[src/rtl/pid_trigger_scaler.sv]
`default_nettype none
// ============================================================================
// pid_trigger_scaler : masked per-species PID OR, prescale, deadtime trigger
//                      FSM and saturating rate scalers on a local bus.
// Optional: PID_TRIG_PILEUP_EN adds a pileup scaler at offset 13.
// Revision: 1.0
// ============================================================================
module pid_trigger_scaler #(
  parameter int         NCH      = 16,
  parameter logic [7:0] BASE     = 8'hC0,
  parameter logic [7:0] DEADTIME = 8'd10
) (
  input  logic           clk,
  input  logic           rst,
  input  logic [NCH-1:0] Electron,
  input  logic [NCH-1:0] Pion,
  input  logic [NCH-1:0] Muon,
  output logic           TrigOut,
  output logic [2:0]     TrigType,
  output logic           Busy,
  output logic [31:0]    DataOut,
  input  logic [31:0]    DataIn,
  input  logic [7:0]     Address,
  input  logic           Read,
  input  logic           Write
);

  typedef enum logic [1:0] {IDLE = 2'd0, FIRE = 2'd1, DEAD = 2'd2} state_t;

  state_t           state_q, state_d;
  logic [NCH-1:0]   ein_q, pin_q, min_q;
  logic [2:0]       hit_q, hit_d, pass;
  logic [2:0]       en_q, en_d;
  logic [NCH-1:0]   mask_q, mask_d;
  logic [15:0]      pre_q [3];
  logic [15:0]      pre_d [3];
  logic [15:0]      pcnt_q [3];
  logic [15:0]      pcnt_d [3];
  logic [7:0]       dead_q, dead_d, dcnt_q, dcnt_d;
  logic [2:0]       type_q, type_d;
  logic [31:0]      raw_e_q, raw_p_q, raw_m_q, trig_cnt_q;
  logic [31:0]      raw_e_d, raw_p_d, raw_m_d, trig_cnt_d;
  logic [31:0]      sh_e_q, sh_p_q, sh_m_q, sh_t_q;
  logic [31:0]      sh_e_d, sh_p_d, sh_m_d, sh_t_d;
  logic             sel, wr, clr, lat;
  logic [3:0]       off;
  logic             unused_din;

  function automatic logic [31:0] sat_inc(input logic [31:0] v, input logic inc);
    return (inc && v != 32'hFFFF_FFFF) ? v + 32'd1 : v;
  endfunction

  assign sel        = (Address[7:4] == BASE[7:4]);
  assign off        = Address[3:0];
  assign wr         = Write && sel;
  assign clr        = wr && (off == 4'd0) && DataIn[4];
  assign lat        = wr && (off == 4'd0) && DataIn[5];
  assign unused_din = ^DataIn;

  assign TrigOut  = (state_q == FIRE);
  assign TrigType = TrigOut ? type_q : 3'b000;
  assign Busy     = (state_q != IDLE);

  // Register file writes; a prescale write also rearms its counter so the next hit passes.
  always_comb begin
    en_d   = en_q;
    mask_d = mask_q;
    dead_d = dead_q;
    for (int s = 0; s < 3; s++) pre_d[s] = pre_q[s];
    if (wr) begin
      case (off)
        4'd0:    en_d   = DataIn[2:0];
        4'd1:    mask_d = DataIn[NCH-1:0];
        4'd2:    pre_d[0] = DataIn[15:0];
        4'd3:    pre_d[1] = DataIn[15:0];
        4'd4:    pre_d[2] = DataIn[15:0];
        4'd5:    dead_d = DataIn[7:0];
        default: ;
      endcase
    end
  end

  always_comb begin
    hit_d[0] = (|(ein_q & mask_q)) & en_q[0];
    hit_d[1] = (|(pin_q & mask_q)) & en_q[1];
    hit_d[2] = (|(min_q & mask_q)) & en_q[2];
    for (int s = 0; s < 3; s++) begin
      pass[s]   = (state_q == IDLE) && hit_q[s] && (pcnt_q[s] == 16'd0);
      pcnt_d[s] = pcnt_q[s];
      if (wr && off == 4'(s + 2))
        pcnt_d[s] = 16'd0;
      else if (state_q == IDLE && hit_q[s])
        pcnt_d[s] = (pcnt_q[s] == 16'd0) ? pre_q[s] : pcnt_q[s] - 16'd1;
    end
  end

  always_comb begin
    state_d = state_q;
    dcnt_d  = dcnt_q;
    type_d  = type_q;
    case (state_q)
      IDLE: if (|pass) begin
        state_d = FIRE;
        type_d  = pass;
      end
      FIRE: if (dead_q == 8'd0) begin
        state_d = IDLE;
      end else begin
        dcnt_d  = dead_q;
        state_d = DEAD;
      end
      DEAD: begin
        dcnt_d = dcnt_q - 8'd1;
        if (dcnt_q <= 8'd1) state_d = IDLE;
      end
      default: state_d = IDLE;
    endcase
  end

  // Clear dominates both increment and latch.
  always_comb begin
    raw_e_d    = clr ? 32'd0 : sat_inc(raw_e_q, hit_q[0]);
    raw_p_d    = clr ? 32'd0 : sat_inc(raw_p_q, hit_q[1]);
    raw_m_d    = clr ? 32'd0 : sat_inc(raw_m_q, hit_q[2]);
    trig_cnt_d = clr ? 32'd0 : sat_inc(trig_cnt_q, state_q == FIRE);
    sh_e_d     = clr ? 32'd0 : (lat ? raw_e_q    : sh_e_q);
    sh_p_d     = clr ? 32'd0 : (lat ? raw_p_q    : sh_p_q);
    sh_m_d     = clr ? 32'd0 : (lat ? raw_m_q    : sh_m_q);
    sh_t_d     = clr ? 32'd0 : (lat ? trig_cnt_q : sh_t_q);
  end

`ifdef PID_TRIG_PILEUP_EN
  logic [31:0] pile_q, pile_d, sh_pile_q, sh_pile_d;
  always_comb begin
    pile_d    = clr ? 32'd0 : sat_inc(pile_q, (state_q != IDLE) && (|hit_q));
    sh_pile_d = clr ? 32'd0 : (lat ? pile_q : sh_pile_q);
  end
  always_ff @(posedge clk) begin
    if (!rst) begin
      pile_q    <= 32'd0;
      sh_pile_q <= 32'd0;
    end else begin
      pile_q    <= pile_d;
      sh_pile_q <= sh_pile_d;
    end
  end
`endif

  always_ff @(posedge clk) begin
    if (!rst) begin
      state_q    <= IDLE;
      ein_q      <= '0;
      pin_q      <= '0;
      min_q      <= '0;
      hit_q      <= 3'b000;
      en_q       <= 3'b111;
      mask_q     <= '1;
      dead_q     <= DEADTIME;
      dcnt_q     <= 8'd0;
      type_q     <= 3'b000;
      raw_e_q    <= 32'd0;
      raw_p_q    <= 32'd0;
      raw_m_q    <= 32'd0;
      trig_cnt_q <= 32'd0;
      sh_e_q     <= 32'd0;
      sh_p_q     <= 32'd0;
      sh_m_q     <= 32'd0;
      sh_t_q     <= 32'd0;
      for (int s = 0; s < 3; s++) begin
        pre_q[s]  <= 16'd0;
        pcnt_q[s] <= 16'd0;
      end
    end else begin
      state_q    <= state_d;
      ein_q      <= Electron;
      pin_q      <= Pion;
      min_q      <= Muon;
      hit_q      <= hit_d;
      en_q       <= en_d;
      mask_q     <= mask_d;
      dead_q     <= dead_d;
      dcnt_q     <= dcnt_d;
      type_q     <= type_d;
      raw_e_q    <= raw_e_d;
      raw_p_q    <= raw_p_d;
      raw_m_q    <= raw_m_d;
      trig_cnt_q <= trig_cnt_d;
      sh_e_q     <= sh_e_d;
      sh_p_q     <= sh_p_d;
      sh_m_q     <= sh_m_d;
      sh_t_q     <= sh_t_d;
      for (int s = 0; s < 3; s++) begin
        pre_q[s]  <= pre_d[s];
        pcnt_q[s] <= pcnt_d[s];
      end
    end
  end

  always_comb begin
    DataOut = 32'd0;
    if (Read && sel) begin
      case (off)
        4'd0:  DataOut[2:0]     = en_q;
        4'd1:  DataOut[NCH-1:0] = mask_q;
        4'd2:  DataOut[15:0]    = pre_q[0];
        4'd3:  DataOut[15:0]    = pre_q[1];
        4'd4:  DataOut[15:0]    = pre_q[2];
        4'd5:  DataOut[7:0]     = dead_q;
        4'd8:  DataOut          = sh_e_q;
        4'd9:  DataOut          = sh_p_q;
        4'd10: DataOut          = sh_m_q;
        4'd11: DataOut          = sh_t_q;
        4'd12: DataOut[3:0]     = {type_q, Busy};
`ifdef PID_TRIG_PILEUP_EN
        4'd13: DataOut          = sh_pile_q;
`endif
        default: DataOut = 32'd0;
      endcase
    end
  end

endmodule
`default_nettype wire

[config.mk]
export PLATFORM = sky130hd
export DESIGN_NAME = pid_trigger_scaler
export DESIGN_NICKNAME = d
export VERILOG_FILES = /design/src/rtl/pid_trigger_scaler.sv
export SDC_FILE = /design/constraint.sdc
export NUM_CORES = 1
export LEC_CHECK = 0
export ABC_AREA = 1
export BUFFER_PORTS_ARGS = -buffer_cell sky130_fd_sc_hd__buf_2
export CORE_MARGIN = 1
export CORE_UTILIZATION = 66
export CTS_CLUSTER_SIZE = 8
export DETAILED_ROUTE_END_ITERATION = 12
export PLACE_DENSITY_LB_ADDON = 0.08
export SYNTH_ARGS = -nofsm -noshare
export SYNTH_HDL_FRONTEND = slang
export SYNTH_SLANG_ARGS = --single-unit
[constraint.sdc]
create_clock -name clk -period 4.7 [get_ports clk]
set_input_delay 0.235 -clock clk [delete_from_list [all_inputs] [get_ports clk]]
set_output_delay 0.235 -clock clk [all_outputs]
set_load 0.01 [all_outputs]
# Yosys cells after proc, flatten, opt, wreduce, memory -nomap -nowiden
# Memories as Yosys holds them, arrays and structs flattened.
# Index checks and enable logic that the tools add are counted.
classes:
  add_sub_neg: 8
  magnitude_cmp: 1
  n_eq_ne: 20
  muxes: 34
  n_bitwise: 13
  n_reduce_logical: 37
ops:
  columns: ["operator", "count"]
  rows:
  - ["$mux W16", 18]
  - ["$add A32 B1 Y32 const B", 4]
  - ["$ne A32 B32 Y1 const B", 4]
  - ["$pmux W16 S4", 1]
  - ["$pmux W8 S8", 1]
  - ["$and A16 B16 Y16", 3]
  - ["$logic_not A16 Y1", 3]
  - ["$mux W48", 1]
  - ["$reduce_or A16 Y1", 3]
  - ["$sub A16 B1 Y16 const B", 3]
  - ["$pmux W4 S9", 1]
  - ["$pmux W3 S11", 1]
  - ["$mux W32", 1]
  - ["$eq A4 B4 Y1 const B", 6]
  - ["$logic_and A1 B1 Y1", 18]
  - ["$pmux W8 S2", 1]
  - ["$reduce_and A2 Y1", 6]
  - ["$pmux W1 S10", 1]
  - ["$eq A4 B2 Y1 const B", 2]
  - ["$eq A4 B3 Y1 const B", 2]
  - ["$le A8 B1 Y1 const B", 1]
  - ["$logic_not A8 Y1", 1]
  - ["$mux W8", 1]
  - ["$sub A8 B1 Y8 const B", 1]
  - ["17 further kinds", 29]
word_totals:
  reg_bits: 347
  ram_bits: 96
  in_bits: 92
  out_inout_bits: 37
  elab_cells: 133
  memories: 2
memory_table:
  columns: ["name", "words", "word_bits", "rd", "rd_ports_with_merged_regs", "wr", "line", "text"]
  rows:
  - ["pcnt_q", 3, 16, 3, 0, 3, "37", "logic [15:0] pcnt_q [3];"]
  - ["pre_q", 3, 16, 3, 0, 3, "35", "logic [15:0] pre_q [3];"]

# Logic depth before layout (Yosys ltp)
logic_depth:
  word_depth: 6
  ltp_mapped: 13
  depth_no_buf: 12

# Least setup slack after synthesis
# Ideal clock, no wire load.
synth_timing:
  kind: "reg-to-reg"
  from: "register raw_e_q[1]"
  to: "register raw_e_q[11]"
  setup_ns: 0.120
  t_arrival_ns: 1.594
  required_time_ns: 4.580
  setup_slack_ns: 2.986
  stages_incl_launch_ff: 12
  path_buffers: 1
  synth_period_minus_slack_ns: 1.714
  path_cell_list: "dfxtp_1 -> ha_1 -> inv_1 -> nor2_2 -> nand2_1 -> nor2_1 -> nand2_1 -> nand2_2 -> inv_2 -> clkbuf_1 -> nand2_1 -> a21oi_2"
synth_via:
  elab_chain_len: 2
  elab_cells_between_ends: 3
  cone_classes: "add/sub (1); eq/ne (1); reduce/logical (1)"
synth_lines:
  columns: ["item", "line", "text"]
  rows:
  - ["from (decl)", "41", "logic [31:0] raw_e_q, raw_p_q, raw_m_q, trig_cnt_q;"]
  - ["from (signal assigned)", "184", "raw_e_q <= raw_e_d;"]
  - ["branches (longest 2 deep; another with $add A32 B1 Y32)", null, null]
# Parallel ways; which one is timed is not known.
# A chain may end at the register's enable or synchronous reset.

# Final worst setup path
layout_timing:
  from: "input Address[0]"
  to: "output DataOut[1]"
layout_via:
  elab_chain_len: 3
  elab_cells_between_ends: 13
  cone_classes: "eq/ne (10); mux (2); reduce/logical (1)"
layout_lines:
  columns: ["item", "line", "text"]
  rows:
  - ["from (decl)", "23", "input logic [7:0] Address,"]
  - ["$eq A4 B4 Y1, or another cell as far along", "202", "case (off)"]
  - ["$pmux W3 S11 *", "202", null]
  - ["$mux W32 *", "201", "if (Read && sel) begin"]
  - ["to (decl)", "21", "output logic [31:0] DataOut,"]
# Mark *: on every way between the ends. The rest lies on a longest branch, timed or not.

==> summary.md <==
| Metric | Value |
|---|---|
| Synthesized area per cell | `6.54 µm²` |
| Post-CTS Setup Bufs | `0` |
| Worst setup EP type | `output port` |
| Vias per cell | `5.93` |
| Placed Area | `22900 µm²` |
| Initial antenna violation count | `1` |
| Area Growth Syn to Fin | `12.3%` |
| Routability cong. | `1.04` |
| Number of global-route vias before repair | `21242` |
| Final Non-Filler Cells | `3969` |
| CTS resizes | `0` |
| Min-Delay Endpoint | `en_q[0]$_SDFFE_PN1N_` |
| Sequential-to-total area share from yosys stat | `39.7%` |
| Critical Path Start Type | `input pin` |
| Leak | `10.2 nW` |
| Worst Skew | `0.0142 ns` |
| First-pass iteration count of the detailed router | `8` |
| Highest Signal Layer | `met4` |
| Actual slew at the worst max-slew pin | `1.10 ns` |
| Primary FF master, synth | `dfxtp_1` |
| Met3 WL | `6.75 mm` |
| RR Startpoint | `raw_e_q[1]$_SDFFE_PP0P_` |
| Pwr dens | `432 nW/µm²` |
| Num CTS Buffers | `61` |
| Num ports | `129` |
| Final setup viols | `0` |
| Hold Crit Class | `input pin to register` |
| Total GRT Usage | `40.8%` |
| FF/Latch Area | `8870 µm²` |
| Initial DRC Count | `2321` |
| Synth cell types | `45` |
| Total gr overflow | `0` |
| Post-Syn Instances | `3413` |
| Largest cells by area after synthesis | `dfxtp_1, nand2_1, nor2_1, a21oi_1, nand3_1` |
| Crit path DAT | `2.65 ns` |
| R2R cell count | `12` |
| Largest net degree at the start of global routing | `119` |
| Chip height | `186 µm` |
| Min-delay src | `DataIn[0]` |
| Post-synth EDFFs | `0` |
| Cell area after synthesis | `22300 µm²` |
| Max-cap violations | `0` |
| Post-synth top area cell | `dfxtp_1` |
| WL met2 | `32.0 mm` |
| Hpwl dp | `48.1 mm` |
| Core area | `32900 µm²` |
| DR vias | `23525` |
| Critical Path Fanout Max | `34` |
| DRC | `0` |
| Multi-input logic area | `11600 µm²` |
| RSZ-0062 raised after global routing | `false` |
| Worst path required time | `4.47 ns` |
| Initial Util | `67.9%` |
| Clk Latency, worst-skew pair | `0.62 ns` |
| Synthesis Warnings | `0` |
| Clock Tree Buf Depth | `3` |
| Final min period | `2.89 ns` |
| Port-buffer cells | `112` |
| CTS tree | `built` |
| RR Endpoint | `raw_e_q[24]$_SDFFE_PP0P_` |
| Number of instances in the placed design | `3843` |
| Drt total wl | `71.3 mm` |
| Most instantiated cells after synthesis | `nand2_1, nor2_1, dfxtp_1` |
| Share of cells above drive strength 1 | `7.52%` |
| Max-slew headroom | `26.5%` |
| WS Path Type | `input pin to output port` |
| Setup_tns | `0 ns` |
| Worst vdd ir | `0.347 mV` |
| Count leader, synth | `nand2_1` |
| Die Wd | `186 µm` |
| Post-CTS Hold Buffers | `61` |
| Routed wire per std cell | `18.0 µm` |
| Die area | `34600 µm²` |
| Finished Cell Area | `25100 µm²` |
| Post-synth ARST share | `0%` |
| Final period util | `61.4%` |
| Fillers | `2648` |
| Cells on Worst Hold Path | `3` |
| Max frequency | `346 MHz` |
| Final Hold Viols | `0` |
| First-pass GRT wire length | `110 mm` |
| Reg2Reg Setup Slack | `1.92 ns` |
| Clock transition at the registers of the reported paths | `0.05 ns` |
| Total power | `0.0108 W` |
| Syn_nets | `3515` |
| Clock tree sinks | `443` |
| Max-slew violation count | `0` |
| Status | `complete, no violations` |
| Met1 WL | `27.6 mm` |
| Area share of the largest cell type after synthesis | `39.7%` |
| Yosys reg bits | `443` |
| Post-route ant nets | `0` |
| Nets | `3627` |
| H-Tree Depth | `2` |
| Num rows | `66` |
| CTS root buffer | `clkbuf_16` |
## logic make-up after synthesis
logic type                 share of synthesized area (%)
adders and majority gates                          0.561
DFF                                                 39.7
and+or+nand+nor                                     34.2
AOI/OAI and AO/OA                                   14.8
buffers and inverters                               8.44
xor gates and xnor gates                            2.28
## power breakdown
part | internal (W) | leakage, nW | switching (W) | total [W]
Sequential | 0.00399 | 3.59 | 0.000217 | 0.00421
Combinational | 0.000883 | 5.83 | 0.00189 | 0.00277
Clock | 0.00226 | 0.771 | 0.00159 | 0.00386
Total | 0.00714 | 10.2 | 0.00370 | 0.0108
## cells in the final DEF (no fill, tap or decap), drive strengths merged, types with 9 or more instances in the layout
cell type | Yosys | routed
buf | 89 | 128
nand3b | 26 | 26
nand3 | 255 | 255
o211ai | 9 | 9
a41oi | 17 | 17
a21oi | 329 | 329
nand2 | 1044 | 1044
xnor2 | 11 | 11
dlygate4sd3 | 0 | 61
inv | 311 | 313
clkbuf | 51 | 61
nand4 | 33 | 33
dfxtp | 443 | 443
xor2 | 47 | 47
ha | 10 | 10
nor2 | 461 | 461
nor3 | 21 | 21
o22ai | 13 | 13
a31oi | 14 | 14
o21ai | 196 | 196
## through the flow
step	hold WS (ns)	setup slack, ns	utilization [%]
floorplan	0.333	2.99	-
global placement	0.418	1.69	69.6
detailed placement	0.419	1.63	69.6
CTS	0.00170	1.94	76.3
global route	0.0306	1.70	76.3
finish	0.0233	1.81	76.3
## final cells by class
cell class                      count  share of cell area [%]
Timing Repair Buffer              189                    5.26
Multi-Input combinational cell   2519                    46.2
Clock buffer                       61                    6.09
Clock inverter                      3                   0.190
Inverter                          311                    4.69
Sequential cell                   443                    35.4
Tap cell                          442                    2.21
Antenna cell                        1                 0.00998
## registers in the layout (all words and copies together) (netlist names), 32 cells and up
signal	count
trig_cnt_q	32
sh_m_q	32
raw_e_q	32
sh_p_q	32
raw_m_q	32
sh_t_q	32
pre_q	48
raw_p_q	32
pcnt_q	48
sh_e_q	32
## worst max-delay path, stage by stage
cell      delay, ns
buf_2          0.18
inv_2          0.06
nor2_4         0.73
nand2_2        0.38
o21ai_0        0.48
nor2_1         0.13
nand3b_1       0.12
nand2_1        0.10
inv_1          0.08
buf_2          0.13
## worst max path at each step
stage | from | to | slack (ns) | cells past startpoint
floorplan | raw_e_q[1]$_SDFFE_PP0P_ | raw_e_q[11]$_SDFFE_PP0P_ | 2.99 | 11
CTS | Address[3] | DataOut[20] | 1.94 | 6
global placement | Address[0] | pcnt_q[0][28]$_SDFFE_PP0P_ | 1.69 | 10
detailed placement | Address[0] | pcnt_q[0][28]$_SDFFE_PP0P_ | 1.63 | 10
global route | raw_e_q[1]$_SDFFE_PP0P_ | raw_e_q[24]$_SDFFE_PP0P_ | 1.70 | 12
finish | Address[0] | DataOut[1] | 1.81 | 10
## per-layer routing
layer | vias to the layer above | global-route usage, %
li1 | 11207 | -
met1 | 10692 | 51.5
met2 | 1287 | 64.4
met3 | 339 | 6.67
met4 | 0 | 27.1
met5 | - | 0
Power figures use the tool's default switching activity.
